`src/rtl/jc_pkg.sv`:
```
// Shared encodings and seed helper for the jc_bidir_param pattern generator.
package jc_pkg;

  typedef enum logic [1:0] {
    DIR_STALL = 2'd0,
    DIR_LEFT  = 2'd1,
    DIR_RIGHT = 2'd2
  } dir_e;

  typedef enum logic [1:0] {
    MODE_JOHNSON = 2'd0,
    MODE_RING    = 2'd1,
    MODE_BOUNCE  = 2'd2,
    MODE_RSVD    = 2'd3
  } mode_e;

  localparam int SEED_MAX_W = 64;

  // Ring needs a single hot bit to circulate; every other mode starts empty.
  function automatic logic [SEED_MAX_W-1:0] jc_seed(input logic [1:0] mode);
    logic [SEED_MAX_W-1:0] s;
    s = '0;
    s[0] = (mode == MODE_RING);
    return s;
  endfunction

endpackage

```
`src/rtl/jc_prescaler.sv`:
```
// Free-running step-rate prescaler; tick fires when the count reaches div.
module jc_prescaler #(
  parameter int DIV_W = 24
) (
  input  logic             clk,
  input  logic             rst,
  input  logic [DIV_W-1:0] div,
  input  logic             clr,
  output logic             tick
);

  logic [DIV_W-1:0] cnt_q;
  logic [DIV_W-1:0] cnt_d;

  // >= rather than == so lowering div below the running count wraps at once.
  always_comb begin
    tick  = (cnt_q >= div);
    cnt_d = cnt_q + DIV_W'(1);
    if (clr || tick) begin
      cnt_d = '0;
    end
  end

  always_ff @(posedge clk) begin
    if (rst) begin
      cnt_q <= '0;
    end else begin
      cnt_q <= cnt_d;
    end
  end

endmodule

```
`src/rtl/jc_bidir_param.sv`:
```
// Bidirectional Johnson / ring / bounce pattern generator with step prescaler.
//   dir       | meaning
//   DIR_STALL | pattern frozen, no step pulses
//   DIR_LEFT  | shift toward the MSB on each tick
//   DIR_RIGHT | shift toward the LSB on each tick
module jc_bidir_param
  import jc_pkg::*;
#(
  parameter int WIDTH = 4,
  parameter int DIV_W = 24
) (
  input  logic             clk,
  input  logic             rst,
  input  logic             stop,
  input  logic             goLeft,
  input  logic             goRight,
  input  logic [1:0]       mode,
  input  logic [DIV_W-1:0] div,
  output logic [WIDTH-1:0] q,
  output logic [1:0]       dir,
  output logic             step
);

  logic [WIDTH-1:0] q_q, q_d;
  dir_e             dir_q, dir_d;
  logic             step_q, step_d;
  logic [1:0]       mode_q, mode_d;

  logic             tick;
  logic             mode_chg;
  logic [WIDTH-1:0] seed_v;
  logic             btn_act;
  dir_e             btn_dir;
  logic             auto_rev;
  dir_e             shift_dir;
  logic             is_ring;
  logic             is_bounce;
  logic             take_step;

  assign mode_chg = (mode != mode_q);

  jc_prescaler #(.DIV_W(DIV_W)) u_prescaler (
    .clk  (clk),
    .rst  (rst),
    .div  (div),
    .clr  (mode_chg),
    .tick (tick)
  );

  always_ff @(posedge clk) begin
    if (rst) begin
      q_q    <= seed_v;
      dir_q  <= DIR_STALL;
      step_q <= 1'b0;
      mode_q <= mode;
    end else begin
      q_q    <= q_d;
      dir_q  <= dir_d;
      step_q <= step_d;
      mode_q <= mode_d;
    end
  end

  always_comb begin
    seed_v    = WIDTH'(jc_seed(mode));
    is_ring   = (mode_q == MODE_RING);
    is_bounce = (mode_q == MODE_BOUNCE);

    btn_act = 1'b1;
    btn_dir = DIR_STALL;
    if (!stop) begin
      btn_dir = DIR_STALL;
    end else if (!goLeft) begin
      btn_dir = DIR_LEFT;
    end else if (!goRight) begin
      btn_dir = DIR_RIGHT;
    end else begin
      btn_act = 1'b0;
    end

    auto_rev  = 1'b0;
    shift_dir = dir_q;
    if (is_bounce && (dir_q == DIR_LEFT) && (&q_q)) begin
      auto_rev  = 1'b1;
      shift_dir = DIR_RIGHT;
    end else if (is_bounce && (dir_q == DIR_RIGHT) && !(|q_q)) begin
      auto_rev  = 1'b1;
      shift_dir = DIR_LEFT;
    end

    // A stop pressed on the very edge a bounce would reverse freezes the bar.
    take_step = !mode_chg && tick && (dir_q != DIR_STALL)
                && !(auto_rev && btn_act && (btn_dir == DIR_STALL));

    q_d    = q_q;
    step_d = 1'b0;
    mode_d = mode_q;
    if (mode_chg) begin
      q_d    = seed_v;
      mode_d = mode;
    end else if (take_step) begin
      step_d = 1'b1;
      if (shift_dir == DIR_LEFT) begin
        q_d = is_ring ? {q_q[WIDTH-2:0], q_q[WIDTH-1]}
                      : {q_q[WIDTH-2:0], ~q_q[WIDTH-1]};
      end else begin
        q_d = is_ring ? {q_q[0], q_q[WIDTH-1:1]}
                      : {~q_q[0], q_q[WIDTH-1:1]};
      end
    end

    dir_d = dir_q;
    if (btn_act) begin
      dir_d = btn_dir;
    end else if (take_step && auto_rev) begin
      dir_d = shift_dir;
    end
  end

  always_comb begin
    q    = q_q;
    dir  = dir_q;
    step = step_q;
  end

endmodule

```
`config.mk`:
```
export PLATFORM = sky130hd
export DESIGN_NAME = jc_bidir_param
export DESIGN_NICKNAME = d
export VERILOG_FILES = /design/src/rtl/jc_pkg.sv /design/src/rtl/jc_prescaler.sv /design/src/rtl/jc_bidir_param.sv
export SDC_FILE = /design/constraint.sdc
export NUM_CORES = 1
export LEC_CHECK = 0
export ABC_AREA = 1
export CAP_MARGIN = 20
export CORE_UTILIZATION = 60
export CTS_CLUSTER_DIAMETER = 50
export CTS_CLUSTER_SIZE = 20
export DETAILED_ROUTE_END_ITERATION = 10
export DONT_BUFFER_PORTS = 1
export PLACE_DENSITY_LB_ADDON = 0.3
export SLEW_MARGIN = 10
export SYNTH_ARGS = -nofsm -noshare
export SYNTH_HDL_FRONTEND = slang
export SYNTH_HIERARCHICAL = 1
export SYNTH_SLANG_ARGS = --single-unit
```
`constraint.sdc`:
```
create_clock -name clk -period 2.1 [get_ports clk]
set_input_delay 0.42 -clock clk [delete_from_list [all_inputs] [get_ports clk]]
set_output_delay 0.42 -clock clk [all_outputs]
set_load 0.005 [all_outputs]
```
==> results by group <==
Critical path
  – Worst reg2reg path startpoint: u_prescaler/cnt_q[23]
  – Required time of the critical path: 2110 ps
  – Reg-to-reg endpoint: q[0]
  – Critical path origin: u_prescaler/cnt_q[23]
  – Worst setup EP type: flop
  – Most used cell, CP: nand2_1
  – Crit Path Max Fanout: 5
  – CP Launch Type: flop
  – WS Path Type: flop to flop
  – Critical Path AT: 1930 ps
  – FF-to-FF setup slack: 180 ps
  – Critical-path top delay cell: dfxtp_1
  – R2R cell count: 11
  – Cells along the critical path: ha_1 -> nand2_1 -> nor2_2 -> nand3_1 -> nor2_1 -> nand2_1 -> nand2_1 -> o21ai_1 -> nor2_4 -> nand2_4 -> nand2_1
  – Critical Path Max Stage Delay: 340 ps

STA
  – Achievable Freq: 521 MHz
  – Period minus WS final: 1920 ps
  – Final setup vio count: 0
  – Final period utilization: 0.914
  – Least-Margin Pin Slew: 460 ps
  – Final slew viol count: 0
  – Endpoints failing hold: 0
  – Skew final: 7.49 ps
  – Relative slew margins: 0.692
  – Hold WS: 203 ps
  – Unrepaired setup endpoints after global routing: false

Finish
  – Final nets: 445
  – Most frequent cells in the layout: 101 x nand2_1, 69 x inv_1, 48 x nor2_1
  – Layout cells sized above 1: 0.105
  – Finished Core Util: 0.672
  – Area grow syn2layout: 6.87%
  – Diode count: 0
  – Fill cell count: 377
  – Area occupied by multi-input gates: 0.00156 mm²
  – Most common cell after layout, fill and taps aside: nand2_1
  – Register area: 692 µm²
  – Non-filler cells, final: 440

Pwr
  – Power per cell area: 457 mW/mm²
  – Static Leakage: 1.32 nW
  – Maximum vdd ir drop: 0.391 mV

Yosys
  – Synth cell types: 27
  – Seq/Total Area, Yosys: 0.273
  – Syn Std Cell Area: 0.00253 mm²
  – Ys async rst share: 0
  – Mux contribution to synthesized area: 0
  – Post-synthesis adder-cell area fraction: 0.124
  – Net count after synthesis: 437
  – Synth warnings: 6
  – Avg Cell Area, Syn: 6.65 µm²
  – Synth Instances: 381
  – Dominant synthesized flop cell: dfxtp_1
  – Number of synthesized flops with an enable pin: 3
  – Xor/xnor cell area share of the yosys netlist: 0.0588
  – Compound-cell area share of the yosys netlist: 0.0287
  – Main combinational cell family by area after synthesis: simple AND/OR/NAND/NOR gates
  – Post-Synth Simple-Gate Area: 0.403
  – Yosys reg bits: 33

Global routing
  – GRT overflow: 0
  – Vias in the first global route: 2061
  – Largest net degree at the start of global routing: 25
  – Initial antenna violation count: 0
  – Wire length of the first global-routing pass: 8850 µm
  – GRT Util Overall: 0.257

Place
  – Detailed Place HPWL: 3960 µm
  – I/O Buffers: 0
  – GP Congestion: 0.900
  – Cells after DPL: 432

CTS
  – Cts hold-fix bufs: 0
  – CTS buffer count: 5
  – Root Buffer: clkbuf_8
  – Max Root-Sink Buffers: 2
  – CTS tree: built
  – Clock sink count: 33
  – H-tree depth: 2
  – Clock Latency Late Sink: 290 ps
  – Clock-pin slew on the worst setup and hold paths: 70 ps

Worst hold path
  – Hold endpoint: step
  – Hold Path Origin: rst
  – Worst min path class: primary input to flop
  – Worst Hold Depth: 1

Route
  – Vias/cell: 5.23
  – DRT Pass-1 Iters: 4
  – Vias post-DR: 2301
  – WL per Instance: 11.5 µm
  – Final wirelength: 5080 µm
  – DRT iter0 DRCs: 80
  – ANT nets after route: 0
  – Drt drc: 0

Floorplan
  – Initial Utilization: 0.629
  – Die height: 67.0 µm
  – FP Rows: 23
  – Die area: 0.00448 mm²
  – Die W: 67.0 µm
  – # IOs: 38
  – Core area: 0.00403 mm²

Job
  – Max-cap viol count: 0

Outcome
  – Run status: finished clean
[synthesized netlist by cell type (all sizes together) (2+ instances only)]
| cell | n | share of area |
|---|---|---|
| a21o | 2 | 0.0059 |
| nand2 | 111 | 0.18 |
| xnor2 | 7 | 0.024 |
| nor2 | 58 | 0.10 |
| a21oi | 9 | 0.018 |
| nand3 | 27 | 0.059 |
| nand4 | 10 | 0.025 |
| inv | 71 | 0.11 |
| buf | 3 | 0.0084 |
| nor3 | 11 | 0.028 |
| ha | 25 | 0.12 |
| dfxtp | 30 | 0.24 |
| edfxtp | 3 | 0.036 |
| xor2 | 10 | 0.035 |
[registers in the layout, summed over array words and instances, names as in the netlist]
signal             count
q                      4
dir                    2
u_prescaler/cnt_q     24
mode_q                 2
step                   1
[kinds of logic after synthesis]
kind of cell	Yosys count
xor+xnor	17
compound gates	13
fa+ha+maj	25
buf+inv	74
flops	33
simple gates	219
[power breakdown]
| part | total [mW] | switching [mW] | leakage [nW] | internal (mW) |
|---|---|---|---|---|
| clock | 0.459 | 0.229 | 0.0450 | 0.229 |
| sequential | 0.655 | 0.00986 | 0.275 | 0.645 |
| combinational | 0.122 | 0.0769 | 0.997 | 0.0454 |
| total | 1.24 | 0.316 | 1.32 | 0.920 |
[area by class of cell]
class / instances / share of cell area
clock buffer: 6 / 0.0268
clock inverter: 2 / 0.00370
inverter: 71 / 0.0985
multi-input combinational: 274 / 0.577
sequential: 33 / 0.256
tap: 50 / 0.0231
timing repair buffer: 4 / 0.0157
[worst max-delay path, delay by kind of cell, from the launching register on]
kind	cells	cell delay, ps
and+or+nand+nor	9	920
adders and majority gates	1	290
DFF	1	340
AOI/OAI and AO/OA	1	90
[timing repair]
| item | in CTS | in global routing |
|---|---|---|
| endpoints found under the hold margin | 0 | 0 |
| buffers inserted | 0 | 0 |
| setup endpoints to repair | 0 | 6 |
| resized for setup | 0 | 4 |
[worst max path at each step]
stage / cells past startpoint / endpoint / slack [ps]
6_report: 11 / q[0] / 180
3_5_place_dp: 12 / q[0] / -20
3_3_place_gp: 12 / q[0] / -30
2_1_floorplan: 12 / q[0] / 160
4_1_cts: 11 / q[0] / 80
5_1_grt: 13 / q[3] / 20
[stage by stage]
step	setup TNS [ps]	setup WS, ps	cell area, µm²	power, mW
2_1_floorplan	0	159	2530	0.764
3_3_place_gp	-25.3	-25.3	2620	0.786
3_5_place_dp	-23.1	-19.5	2620	0.791
4_1_cts	0	77.5	2700	1.25
5_1_grt	0	16.4	2710	1.29
6_report	0	180	2710	1.24
[layer usage]
metal  share of wire  global-route usage  vias up
met5               0                   0        -
met4           0.010              0.0771        0
met3           0.037              0.0462        7
met2            0.49               0.436       50
met1            0.47               0.327     1046
li1                -                   -     1198
No activity file was read; power rests on OpenSTA's default activity.
